`config.mk`:
```
export PLATFORM = sky130hd
export DESIGN_NAME = alu_share_arbiter
export DESIGN_NICKNAME = d
export VERILOG_FILES = /design/src/rtl/alu_share_arbiter.sv
export SDC_FILE = /design/constraint.sdc
export NUM_CORES = 1
export LEC_CHECK = 0
export CAP_MARGIN = 0
export CORE_ASPECT_RATIO = 2
export CORE_MARGIN = 2
export CORE_UTILIZATION = 40
export DETAILED_ROUTE_END_ITERATION = 10
export DONT_BUFFER_PORTS = 1
export HOLD_SLACK_MARGIN = 0.05
export MAX_ROUTING_LAYER = met4
export PLACE_DENSITY = 0.52
export SLEW_MARGIN = 10
export SYNTH_ARGS = -nofsm -noshare
export SYNTH_HDL_FRONTEND = slang
export SYNTH_SLANG_ARGS = --single-unit
```
`constraint.sdc`:
```
create_clock -name clk -period 2.45 [get_ports clk]
set_input_delay 0.245 -clock clk [delete_from_list [all_inputs] [get_ports clk]]
set_output_delay 0.245 -clock clk [all_outputs]
set_load 0.05 [all_outputs]
```
`src/rtl/alu_share_arbiter.sv`:
```
// alu_share_arbiter: shares one 16-function combinational ALU among N_REQ
// requesters. A round-robin grant picks the next requester. Its opcode and
// operands are held for ALU_LAT execute cycles. The result is then returned
// to that requester through a valid/ready handshake.
// Optional build macro: ALU_ARB_FIXED_PRIO_EN selects fixed priority, where
// the lowest index wins. The round-robin pointer then stays at 0.
module alu_share_arbiter #(
  parameter int N_REQ      = 4,
  parameter int DATA_WIDTH = 16,
  parameter int ALU_LAT    = 2
) (
  input  logic                        clk,
  input  logic                        reset,
  input  logic [N_REQ-1:0]            req_valid,
  output logic [N_REQ-1:0]            req_ready,
  input  logic [4*N_REQ-1:0]          req_op,
  input  logic [DATA_WIDTH*N_REQ-1:0] req_a,
  input  logic [DATA_WIDTH*N_REQ-1:0] req_b,
  output logic [15:0]                 alu_func,
  output logic [DATA_WIDTH-1:0]       alu_a,
  output logic [DATA_WIDTH-1:0]       alu_b,
  output logic                        alu_start,
  input  logic [DATA_WIDTH-1:0]       alu_result,
  output logic [N_REQ-1:0]            rsp_valid,
  input  logic                        rsp_ready,
  output logic [DATA_WIDTH-1:0]       rsp_data,
  output logic                        busy
);
  localparam int IW = (N_REQ > 1) ? $clog2(N_REQ) : 1;
  localparam int CW = $clog2(ALU_LAT + 1);

  typedef enum logic [1:0] {IDLE, EXEC, RESP} state_t;

  // Context of the operation in flight.
  typedef struct packed {
    logic [IW-1:0] id;
    logic [3:0]    op;
  } cap_t;

  // Same bit layout as the flat ports, so these are plain re-typed views.
  logic [N_REQ-1:0][3:0]            op_v;
  logic [N_REQ-1:0][DATA_WIDTH-1:0] a_v, b_v;
  assign op_v = req_op;
  assign a_v  = req_a;
  assign b_v  = req_b;

  state_t        state, state_n;
  cap_t          cap;
  logic [CW-1:0] cnt;
  logic [IW-1:0] rr_ptr, grant_id, idx;
  logic          found;

  // Round-robin search: the first valid requester at or after rr_ptr.
  always_comb begin
    found    = 1'b0;
    grant_id = '0;
    idx      = '0;
    for (int k = 0; k < N_REQ; k++) begin
      idx = IW'((int'(rr_ptr) + k) % N_REQ);
      if (!found && req_valid[idx]) begin
        found    = 1'b1;
        grant_id = idx;
      end
    end
  end

  // Next state and per-state outputs.
  always_comb begin
    state_n   = state;
    req_ready = '0;
    alu_func  = '0;
    alu_start = 1'b0;
    rsp_valid = '0;
    case (state)
      IDLE: begin
        // Gated by reset so that a held reset shows no grant.
        if (found && !reset) req_ready[grant_id] = 1'b1;
        if (found) state_n = EXEC;
      end
      EXEC: begin
        alu_func[cap.op] = 1'b1;
        alu_start        = (cnt == CW'(ALU_LAT - 1));
        if (cnt == '0) state_n = RESP;
      end
      RESP: begin
        rsp_valid[cap.id] = 1'b1;
        if (rsp_ready) state_n = IDLE;
      end
      default: state_n = IDLE;
    endcase
  end

  assign busy = (state != IDLE);

  // State, capture registers, execute countdown and result register.
  always_ff @(posedge clk) begin
    if (reset) begin
      state    <= IDLE;
      cap      <= '0;
      cnt      <= '0;
      alu_a    <= '0;
      alu_b    <= '0;
      rsp_data <= '0;
    end else begin
      state <= state_n;
      case (state)
        IDLE: if (found) begin
          cap   <= '{id: grant_id, op: op_v[grant_id]};
          alu_a <= a_v[grant_id];
          alu_b <= b_v[grant_id];
          cnt   <= CW'(ALU_LAT - 1);
        end
        EXEC: begin
          if (cnt != '0) cnt <= cnt - 1'b1;
          else           rsp_data <= alu_result;
        end
        default: ;
      endcase
    end
  end

`ifdef ALU_ARB_FIXED_PRIO_EN
  // Fixed priority: the search always starts at requester 0.
  assign rr_ptr = '0;
`else
  // After each completed response, move the pointer to the requester after the winner.
  always_ff @(posedge clk) begin
    if (reset) rr_ptr <= '0;
    else if (state == RESP && rsp_ready)
      rr_ptr <= (int'(cap.id) == N_REQ - 1) ? '0 : cap.id + 1'b1;
  end
`endif

endmodule
```
# Yosys cells after proc, flatten, opt, wreduce, memory -nomap -nowiden
# Index checks and enable logic that the tools add are counted.
# W data, S select, Z words.
[classes] n_eq_ne=8 bitwise_logic=1 order_cmp=10 add_sub_neg=5 reduce_logical=21 n_mux=40
[op_table] cell="$bmux W16 S2" n=2
[op_table] cell="$mux W16" n=3
[op_table] cell="$lt A2 B3 Y1 const B" n=6
[op_table] cell="$mux W2" n=9
[op_table] cell="$mux W4" n=4
[op_table] cell="$mux W1" n=12
[op_table] cell="$bmux W1 S2" n=4
[op_table] cell="$bmux W4 S2" n=1
[op_table] cell="$logic_and A1 B1 Y1" n=8
[op_table] cell="$ne A2 B2 Y1 const B" n=4
[op_table] cell="$eq A2 B1 Y1 const B" n=3
[op_table] cell="$pmux W2 S3" n=1
[op_table] cell="$reduce_and A3 Y1" n=2
[op_table] cell="$reduce_bool A2 Y1" n=3
[op_table] cell="$lt A4 B5 Y1 const B" n=1
[op_table] cell="$add A2 B1 Y2 const B" n=2
[op_table] cell="$add A2 B2 Y2 const B" n=2
[op_table] cell="$demux W1 S2" n=2
[op_table] cell="$demux W1 S4" n=1
[op_table] cell="$ge A2 B1 Y1 const B" n=2
[op_table] cell="$ge A4 B1 Y1 const B" n=1
[op_table] cell="$logic_not A1 Y1" n=4
[op_table] cell="$logic_not A2 Y1" n=2
[op_table] cell="$pmux W2 S2" n=1
[op_table] cell="4 further kinds" n=5
[word_totals] word_cells=93 output_inout_bits=74 in_bits=167 regBits=60

# Depth between registers and ports, before layout
[logic_depth] depth_word=18 mapped_depth=7 mapped_depth_nobuf=6

# Worst setup path before layout
# No wires, ideal clock.
[synth_path] path_type="register to output" start="register state[0]" end="output alu_func[0]" path_buffers=1 arrival_ns=2.111 path_stages_with_launch=5 t_required_ns=2.205 slack_ns=0.094 cell_sequence="dfxtp_1 nor2b_1 clkbuf_1 or3b_1 nor3_1"
[synth_between] elab_chain_len=2
[synth_lines] item="start: declaration" line_no="47" text="state_t state, state_n;"
[synth_lines] item="start signal: assignment" line_no="105" text="state <= state_n;"
[synth_lines] item="$eq A2 B1 Y1" line_no="74" text="case (state)"
[synth_lines] item="$mux W16" line_no="74"
[synth_lines] item="end: declaration" line_no="19" text="output logic [15:0] alu_func,"
# No other way between the ends.

# Worst setup path in the final report
[layout_path] start="register state[0]" end="output req_ready[1]"
[layout_between] elab_chain_len=2
[layout_lines] item="$logic_not A2 Y1" line_no="74"
[layout_lines] item="$mux W4" line_no="74"
[layout_lines] item="end: declaration" line_no="15" text="output logic [N_REQ-1:0] req_ready,"
# No other way between the ends.

==> impl_metrics.toml <==
[critical_path]
ff2ff_path_depth = 6
crit_path_end_kind = "output pin"
cp_max_fo = 38
slowest_delay_ns = 0.32
crit_slowest_cell = "dfxtp_1"
worst_ep_arrival_time_ns = 1.90
cp_data_required_time_ns = 2.20
crit_top_cell = "nor2_1"
worstPathCellList = "or2_1 -> a21o_1 -> nor2_1 -> nand2b_1 -> buf_12 -> nor2_1 -> buf_4"
start_kind = "register"
critical_path_class = "reg -> out"

[synth]
yosys_register_bits = 60
synth_nets = 542
syn-instance-count = 369
ys_types = 26
yosysSeqAreaShare_pct = 37.0
avgSynthCellArea_sq_um = 8.79
synth.largest_area_cell = "dfxtp_1"
mappedNetlistArea_sq_um = 3240
netlist.area_leader.share_pct = 37.0
yosys-top-cells-area = "dfxtp_1, mux2i_1, o221ai_1"
yosys_warnings = 0

[sta]
post-route-period-util_pct = 87.6
rsz0062_at_grt = "no"
hold_viol_final = 0
max_freq_ghz = 0.466
final.min_clock_period_ns = 2.15
worst_pin_slew_ns = 0.863
relSlewSlack_pct = 42.3
finalSetupViolations = 0
final.setup.tns_ns = 0
finalClockSkew_ns = 0.00589
drv_slew = 0

[clocking]
clock_sinks = 60
clkTransAtPathRegs_ns = 0.05
cts-root-buf = "clkbuf_16"
cts_max_path_buffers = 2
clk_latency_ns = 0.32
cts_buffers = 9
tritoncts = "built"
cts_max_level = 3

[final_layout]
drive_gt1_share_pct = 11.8
n_fill_cell = 738
fin_area_sq_um = 3860
syn_to_final_growth_pct = 19.0
nets = 569
n_antenna_cell = 0
seqCellArea_sq_um = 1200
multiInputGateArea_sq_um = 1860

[grt]
grt_pass1_vias = 2909
antenna_found_initial = 0
grt_pass1_wl_mm = 14.0
grt_overflow_total = 0
grt_use_total_pct = 21.5
grt_start_max_net_pins = 39

[job]
cap_violations = 0

[die]
rows = 46
dieArea_sq_um = 8890
fp.dieH_um = 131
initial_core_util_pct = 41.1
ios = 241
dieWidth_um = 67.7
coreArea_sq_um = 7890

[route]
wl_per_cell_um = 19.2
vias_per_cell = 5.80
routed_wl_mm = 9.51
vias = 2879
firstDrtPassIters = 4
ant_nets = 0
drtIter0Drc = 63
drc_errors = 0

[placed_design]
postPlaceCellArea_sq_um = 3420
hpwl_mm = 7.17
portBuffers = 0
gp_congestion = 0.838

[power_and_ir_drop]
power_leakage_nw = 1.77
p_per_area_nw_per_um2 = 889
ir_drop_mv = 0.591

[min_path]
hold_path_class = "in -> reg"
holdPathStages = 2

[status]
run_status = "complete, no violations"
layout by cell type, fill, tap and decap left out, types with 4 or more instances in the layout:
| cell | Yosys | routed |
|---|---|---|
| nand2_1 | 78 | 77 |
| mux2i_1 | 72 | 72 |
| dfxtp_1 | 60 | 60 |
| o221ai_1 | 37 | 37 |
| a21oi_1 | 26 | 26 |
| buf_4 | 0 | 25 |
| nor2_1 | 24 | 23 |
| dlygate4sd3_1 | 0 | 16 |
| clkbuf_16 | 0 | 9 |
| ha_1 | 6 | 6 |
| inv_1 | 5 | 5 |
| nor3_1 | 5 | 5 |
| nand2b_1 | 5 | 5 |
| and2_1 | 6 | 5 |
| nor2b_1 | 5 | 4 |
kinds of logic after synthesis:
| family | count (synthesis) | synth area share (%) |
|---|---|---|
| adder cells (fa/ha/maj) | 6 | 2.31 |
| multiplexers | 72 | 22.2 |
| buffers and inverters | 32 | 5.82 |
| flip-flops | 60 | 37.0 |
| AND/OR/NAND/NOR | 132 | 17.7 |
| AO/OA/AOI/OAI | 67 | 14.9 |
cell usage after synthesis:
cell type / count
nand3_1: 2
o22a_1: 1
or4_4: 1
ha_1: 6
o221ai_1: 37
and2_4: 1
nand3b_1: 2
buf_2: 1
inv_1: 5
nor2_1: 24
a21o_1: 2
nand2_1: 78
nor2b_1: 5
a21oi_1: 26
and2_1: 6
nand2b_1: 5
dfxtp_1: 60
buf_8: 4
or2_1: 1
clkbuf_1: 19
buf_6: 3
nor2_2: 1
a31oi_1: 1
nor3_1: 5
or3b_1: 1
mux2i_1: 72
per-stage QoR:
stage | instances | setup slack, ns | power [mW] | hold slack [ns] | utilization [%]
final | 496 | 0.305 | 3.43 | 0.0692 | 49.0
after global routing | 496 | 0.185 | 3.58 | 0.0632 | 49.0
after CTS | 496 | 0.203 | 3.47 | 0.0509 | 48.9
after detailed placement | 465 | 0.450 | 2.29 | 0.318 | 43.4
after global placement | 465 | 0.493 | 2.28 | 0.316 | 43.4
after floorplan | 369 | 0.0938 | 2.14 | 0.381 | -
cell type report:
type / count / share of cell area, %
multi-input combinational: 277 / 48.3
sequential: 60 / 31.1
timing repair buffer: 43 / 10.0
clock buffer: 13 / 6.74
tap: 96 / 3.11
inverter: 5 / 0.486
clock inverter: 2 / 0.259
final timing paths:
kind	end	startpoint	slack, ns
max	req_ready[1]	state[0]$_SDFFE_PP0P_	0.30
min	rsp_data[3]$_SDFFE_PP0P_	alu_result[3]	0.07
max reg2reg	alu_a[2]$_SDFFE_PP0P_	rr_ptr[0]$_SDFFE_PP0P_	0.45
min reg2reg	cap[5]$_SDFFE_PP0P_	cap[5]$_SDFFE_PP0P_	0.50
where the power goes:
part / internal (mW) / switching [mW]
Combinational: 0.269 / 0.399
Clock: 0.728 / 0.406
Sequential: 1.12 / 0.510
Total: 2.12 / 1.31
timing repair:
action / in CTS / in global routing
endpoints found under the hold margin: 24 / 0
hold buffers: 16 / 0
setup buffers: 0 / 0
endpoints found under the setup margin: 0 / 1
gates resized for setup: 0 / 3
routing by layer:
layer / routed length [um] / vias to the layer above / global-route usage (%)
met1: 3310 / 1347 / 20.1
met4: 221 / 0 / 10.2
li1: - / 1374 / -
met5: 0 / - / -
met3: 729 / 15 / 4.97
met2: 5250 / 143 / 38.8
state kept, by name, summed over array words and instances (netlist names):
name / flops
rr_ptr: 2
rsp_data: 16
cap: 6
alu_b: 16
state: 2
alu_a: 16
cnt: 2
critical path, delay by kind of cell, from the launching register on:
kind                   cells  cell delay [ns]
buffers and inverters      2             0.39
flip-flops                 1             0.32
AND/OR/NAND/NOR            4             0.61
AO/OA/AOI/OAI              1             0.24
(Power assumes the default switching activity.)
